## src/rtl/speed_tick_gen.sv

```systemverilog
// ============================================================================
// Module   : speed_tick_gen
// Purpose  : Multi-channel movement-tick generator (ch0 Pac-Man, ch1..4 ghosts).
//            Each channel emits a one-cycle tick every o_period cycles; the
//            period is re-sampled from mode/level/dots only at tick boundaries.
// Options  : SPEED_RAMP_EN - when defined, period changes at a tick boundary
//            are limited to RAMP_STEP (DIED target and restarts still jump).
// Revision : 1.0 - initial release
// ============================================================================
`default_nettype none

module speed_tick_gen #(
  parameter int N_CH         = 5,
  parameter int PERIOD_W     = 28,
  parameter int PERIOD_SHIFT = 0,
  parameter int RAMP_STEP    = 131072
) (
  input  logic                       i_clk,
  input  logic                       i_rst,
  input  logic                       i_enable,
  input  logic [4*N_CH-1:0]          i_mode,
  input  logic [7:0]                 i_level,
  input  logic [7:0]                 i_dots_eaten,
  input  logic [N_CH-1:0]            i_restart,
  output logic [N_CH-1:0]            o_tick,
  output logic [PERIOD_W*N_CH-1:0]   o_period
);

  localparam logic [3:0] c_mode_idle   = 4'd0;
  localparam logic [3:0] c_mode_chase  = 4'd1;
  localparam logic [3:0] c_mode_scat   = 4'd2;
  localparam logic [3:0] c_mode_fright = 4'd3;
  localparam logic [3:0] c_mode_died   = 4'd4;
  localparam logic [3:0] c_mode_pause  = 4'd5;

`ifdef SPEED_RAMP_EN
  localparam bit c_ramp_en = 1'b1;
`else
  localparam bit c_ramp_en = 1'b0;
`endif

  // Without ramping the step limit is all-ones, so the ramp collapses to a jump.
  localparam logic [PERIOD_W-1:0] c_ramp_step =
      c_ramp_en ? PERIOD_W'(RAMP_STEP) : {PERIOD_W{1'b1}};

  // Apply the simulation shift and keep the period at least 2 cycles.
  function automatic logic [PERIOD_W-1:0] scale_period(input logic [31:0] raw);
    logic [31:0] sh;
    sh = raw >> PERIOD_SHIFT;
    if (sh < 32'd2) sh = 32'd2;
    return PERIOD_W'(sh);
  endfunction

  // Raw table lookup from mode, shared level and dots-eaten band.
  function automatic logic [31:0] table_period(input logic [3:0] mode,
                                               input logic [7:0] level,
                                               input logic [7:0] dots);
    logic [2:0]  band;
    logic [31:0] p;
    if      (dots <= 8'd15)  band = 3'd0;
    else if (dots <= 8'd30)  band = 3'd1;
    else if (dots <= 8'd60)  band = 3'd2;
    else if (dots <= 8'd200) band = 3'd3;
    else if (dots <= 8'd230) band = 3'd4;
    else                     band = 3'd5;
    p = 32'd6250000;
    case (mode)
      c_mode_chase, c_mode_scat: begin
        if (level == 8'd1) begin
          case (band)
            3'd0:    p = 32'd3125000;
            3'd1:    p = 32'd3000000;
            3'd2:    p = 32'd2800000;
            3'd3:    p = 32'd2500000;
            3'd4:    p = 32'd2200000;
            default: p = 32'd2000000;
          endcase
        end else if (level == 8'd2) begin
          case (band)
            3'd0:    p = 32'd3000000;
            3'd1:    p = 32'd2800000;
            3'd2:    p = 32'd2500000;
            3'd3:    p = 32'd2300000;
            default: p = 32'd2000000;
          endcase
        end else begin
          case (band)
            3'd0:    p = 32'd2800000;
            3'd1:    p = 32'd2500000;
            3'd2:    p = 32'd2300000;
            3'd3:    p = 32'd2000000;
            3'd4:    p = 32'd1800000;
            default: p = 32'd1600000;
          endcase
        end
      end
      c_mode_fright: begin
        if      (level == 8'd1) p = 32'd3125000;
        else if (level == 8'd2) p = 32'd2850000;
        else                    p = 32'd2500000;
      end
      c_mode_died: p = 32'd780000;
      c_mode_idle: p = 32'd3125000;
      default:     p = 32'd6250000;
    endcase
    return p;
  endfunction

  localparam logic [PERIOD_W-1:0] c_idle_period = scale_period(32'd3125000);

  genvar c;
  generate
    for (c = 0; c < N_CH; c++) begin : g_ch
      logic [3:0]          w_mode;
      logic [PERIOD_W-1:0] w_target;
      logic [PERIOD_W-1:0] w_ramped;
      logic [PERIOD_W-1:0] w_next_period;
      logic [PERIOD_W-1:0] r_period;
      logic [PERIOD_W-1:0] r_cnt;
      logic                r_tick;

      assign w_mode   = i_mode[4*c +: 4];
      assign w_target = scale_period(table_period(w_mode, i_level, i_dots_eaten));

      // Move toward the target by at most one step; close enough snaps to it.
      always_comb begin
        w_ramped = w_target;
        if (r_period > w_target) begin
          if ((r_period - w_target) > c_ramp_step) w_ramped = r_period - c_ramp_step;
        end else if (w_target > r_period) begin
          if ((w_target - r_period) > c_ramp_step) w_ramped = r_period + c_ramp_step;
        end
      end

      // A death always snaps immediately so the respawn pace is exact.
      assign w_next_period = (c_ramp_en && (w_mode != c_mode_died)) ? w_ramped : w_target;

      // Per-channel counter: restart, hold (disabled/paused), tick, or advance.
      always_ff @(posedge i_clk or posedge i_rst) begin
        if (i_rst) begin
          r_cnt    <= '0;
          r_tick   <= 1'b0;
          r_period <= c_idle_period;
        end else if (i_restart[c]) begin
          r_cnt    <= '0;
          r_tick   <= 1'b0;
          r_period <= w_target;
        end else if (!i_enable || (w_mode == c_mode_pause)) begin
          r_tick   <= 1'b0;
        end else if (r_cnt >= (r_period - PERIOD_W'(1))) begin
          r_cnt    <= '0;
          r_tick   <= 1'b1;
          r_period <= w_next_period;
        end else begin
          r_cnt    <= r_cnt + PERIOD_W'(1);
          r_tick   <= 1'b0;
        end
      end

      assign o_tick[c]                       = r_tick;
      assign o_period[c*PERIOD_W +: PERIOD_W] = r_period;
    end
  endgenerate

endmodule

`default_nettype wire
```

## config.mk

```make
export PLATFORM = sky130hd
export DESIGN_NAME = speed_tick_gen
export DESIGN_NICKNAME = d
export VERILOG_FILES = /design/src/rtl/speed_tick_gen.sv
export SDC_FILE = /design/constraint.sdc
export NUM_CORES = 1
export LEC_CHECK = 0
export ABC_AREA = 1
export ABC_CLOCK_PERIOD_IN_PS = 10400
export CAP_MARGIN = 20
export CORE_MARGIN = 4
export CORE_UTILIZATION = 40
export CTS_CLUSTER_DIAMETER = 40
export CTS_CLUSTER_SIZE = 24
export DETAILED_ROUTE_END_ITERATION = 16
export HOLD_SLACK_MARGIN = 0.06
export PLACE_DENSITY = 0.7
export SKIP_CTS_REPAIR_TIMING = 1
export SLEW_MARGIN = 0
export SYNTH_ARGS = -nofsm -noshare
export SYNTH_HDL_FRONTEND = slang
export SYNTH_SLANG_ARGS = --single-unit
```

## constraint.sdc

```tcl
create_clock -name i_clk -period 10.4 [get_ports i_clk]
set_input_delay 1.56 -clock i_clk [delete_from_list [all_inputs] [get_ports i_clk]]
set_output_delay 1.56 -clock i_clk [all_outputs]
set_load 0.05 [all_outputs]
```

==> results.py <==
metrics = {
    "placed_design": {
        "port-buffer-count": 153,
        "hpwl_um": 43420,
        "place.gp.congestion": 0.9393,
    },
    "power": {
        "p_int_mw": 2.331,
        "p_comb_frac": 0.199,
        "powerDensity_nw_per_um2": 148.7,
        "p_sw_mw": 1.182,
        "p_leak_nw": 10.74,
        "power_frac_clock": 0.474,
        "p_seq_frac": 0.327,
        "ir_drop_mv": 0.1072,
        "swShare": 0.3364,
    },
    "cts": {
        "cts_sinks": 250,
        "root_buffer": "clkbuf_16",
        "cts_tree": "yes",
        "cts_buffer_depth": 3,
        "htree_levels": 2,
        "numCtsBuffers": 50,
        "clkTransAtPathRegs_ps": 50,
        "insertion_delay_ps": 580,
    },
    "synth": {
        "synth_flop_cell": "dfrtp_1",
        "synth_edf_count": 0,
        "synth-seq-cells": 250,
        "synth_async_sr_flop_share": 1.000,
        "avgSynthCellArea_um2": 7.105,
        "ys_seq_area_frac": 0.3187,
        "syn_area_um2": 19870,
        "ys_types": 54,
        "yosys_warnings": 0,
        "netlist_instances": 2796,
    },
    "route": {
        "drcViolationCount": 0,
        "wl_um": 57330,
        "via_per_inst": 5.141,
        "drtIter0Drc": 1277,
        "postRouteAntennaNets": 0,
        "drt_first_pass_iters": 5,
        "post_drt_wl_per_cell_um": 15.70,
        "vias": 18774,
    },
    "setup_path": {
        "slowest_stage": "inv_2",
        "cp_max_fo": 38,
        "crit_path_max_incr_delay_ps": 600,
        "critPathLaunchType": "register",
        "endpoint_kind": "register",
        "cp.arrival_ps": 4630,
        "cp.required_ps": 10890,
        "critPathKind": "reg -> reg",
        "path_cells": "nor2_2 -> nand2_2 -> nor3_4 -> nand3_4 -> nor2_4 -> nand3_4 -> nor2_4 -> nand3_2 -> or2_1 -> ha_1 -> nand2_1 -> nor4_2 -> a21oi_1 -> nand3_1 -> nand2_2 -> inv_2 -> nand2_1 -> o21ai_0",
    },
    "layout": {
        "final_common_cell": "nand2_1",
        "nNetsFinal": 3135,
        "layout_common_cells": "nand2_1 (810), nor2_1 (325), inv_1 (233)",
        "drive_gt1_frac": 0.08969,
        "diodes": 0,
        "area_delta_synth_final_pct": 18.96,
    },
    "sta": {
        "skew_ps": 27.08,
        "hold_viol": 0,
        "tns_ps": 0,
        "max_freq_mhz": 241.8,
        "slew_viol_final": 0,
        "setup_violations": 0,
        "rsz0062_at_grt": "false",
        "tightest_slew_ps": 1013,
        "relSlewSlack": 0.3247,
        "fin_crit_sh": 0.3976,
        "period_minus_slack_ps": 4135,
        "whs_ps": 495.0,
    },
    "run_status": {
        "status": "finished, final reports clean",
    },
    "global_routing": {
        "overflow": 0,
        "antenna_found_initial": 1,
        "grt.total_usage": 0.2136,
        "grt_max_degree": 163,
        "grt_pass1_vias": 17816,
        "grt_pass1_wl_um": 93430,
    },
    "run": {
        "drv_cap": 0,
    },
    "die": {
        "start_util": 0.4050,
        "die-area_um2": 53300,
        "die_h_um": 230.9,
        "io_pins": 189,
        "num_rows": 81,
        "core_area_um2": 49050,
        "die-width_um": 230.9,
    },
    "worst_hold_path": {
        "hold_class": "reg -> reg",
    },
}
## worst max-delay path: cells and delay by family (launching register included)
family | cells | cell delay [ps]
compound gates | 2 | 280
fa+ha+maj | 1 | 290
buf+inv | 1 | 600
flops | 1 | 440
simple gates | 14 | 2410
## power groups by stage
stage	clock network, mW	logic (mW)	registers (mW)
3_5_place_dp	0	0.697	1.16
4_1_cts	1.70	0.701	1.15
5_1_grt	1.75	0.768	1.16
2_1_floorplan	0	0.348	1.28
3_3_place_gp	0	0.689	1.16
6_report	1.67	0.699	1.15
## cells in the mapped netlist (30+ instances only)
master	instances	share of area
nand2_1	810	0.15
nor2_1	325	0.061
inv_1	234	0.044
dfrtp_1	190	0.24
nand3_1	155	0.039
ha_1	145	0.091
o21ai_0	145	0.037
xor2_1	125	0.055
a21oi_1	94	0.024
nor3_1	73	0.018
nand4_1	63	0.020
dfstp_2	60	0.079
xnor2_1	56	0.025
buf_4	44	0.017
buf_2	30	0.0076
## routing by layer
layer	track usage	vias up	share of wire
met4	0.08589	2	0.039
met5	0	-	0.00023
met3	0.03788	123	0.063
met1	0.2954	8690	0.45
met2	0.3319	541	0.44
li1	-	9418	-
## flip-flops by register name (all words and copies together) (netlist names)
name	flops
g_ch.r_tick	5
g_ch.r_period	105
g_ch.r_cnt	140
## per-stage QoR
stage	std cells	area [µm²]	util	total power, mW	setup WS [ps]
2_1_floorplan	2830	19990	-	1.632	2068
5_1_grt	3652	23630	0.4818	3.672	5843
3_5_place_dp	3555	21840	0.4452	1.859	5684
3_3_place_gp	3555	21840	0.4452	1.852	5786
6_report	3652	23630	0.4818	3.513	6265
4_1_cts	3649	23580	0.4808	3.545	6059
## cell families after synthesis
group	after synthesis	synth area share
xor+xnor	181	0.07980
other cells	1	0.0001888
simple gates	1567	0.3518
buf+inv	343	0.07501
flops	250	0.3187
fa+ha+maj	145	0.09132
compound gates	309	0.08320
## worst paths after layout
path | start | to | slack, ps | depth (start not counted)
hold / removal | g_ch[3].r_period[8] | g_ch[3].r_period[8] | 490 | 2
setup reg to reg | g_ch[3].r_period[4] | g_ch[3].r_period[9] | 6260 | 18
hold reg to reg | g_ch[3].r_period[8] | g_ch[3].r_period[8] | 490 | 2
max in group asynchronous | i_rst | g_ch[3].r_cnt[26] | 7570 | 3
setup / recovery | g_ch[3].r_period[4] | g_ch[3].r_period[9] | 6260 | 18
min in group asynchronous | i_rst | g_ch[2].r_cnt[24] | 1450 | 2
## area by class of cell
| type | instances | area [µm²] |
|---|---|---|
| fillers | 4917 | 25420 |
| well taps | 664 | 830.8 |
| clock buffers | 55 | 1290 |
| clock inverters | 39 | 457.9 |
| multi-input cells | 2237 | 12170 |
| flip-flops and latches | 250 | 6331 |
| inverters | 249 | 942.2 |
| repair buffers | 158 | 1609 |
Note: power is estimated with default switching activity, not from simulation.
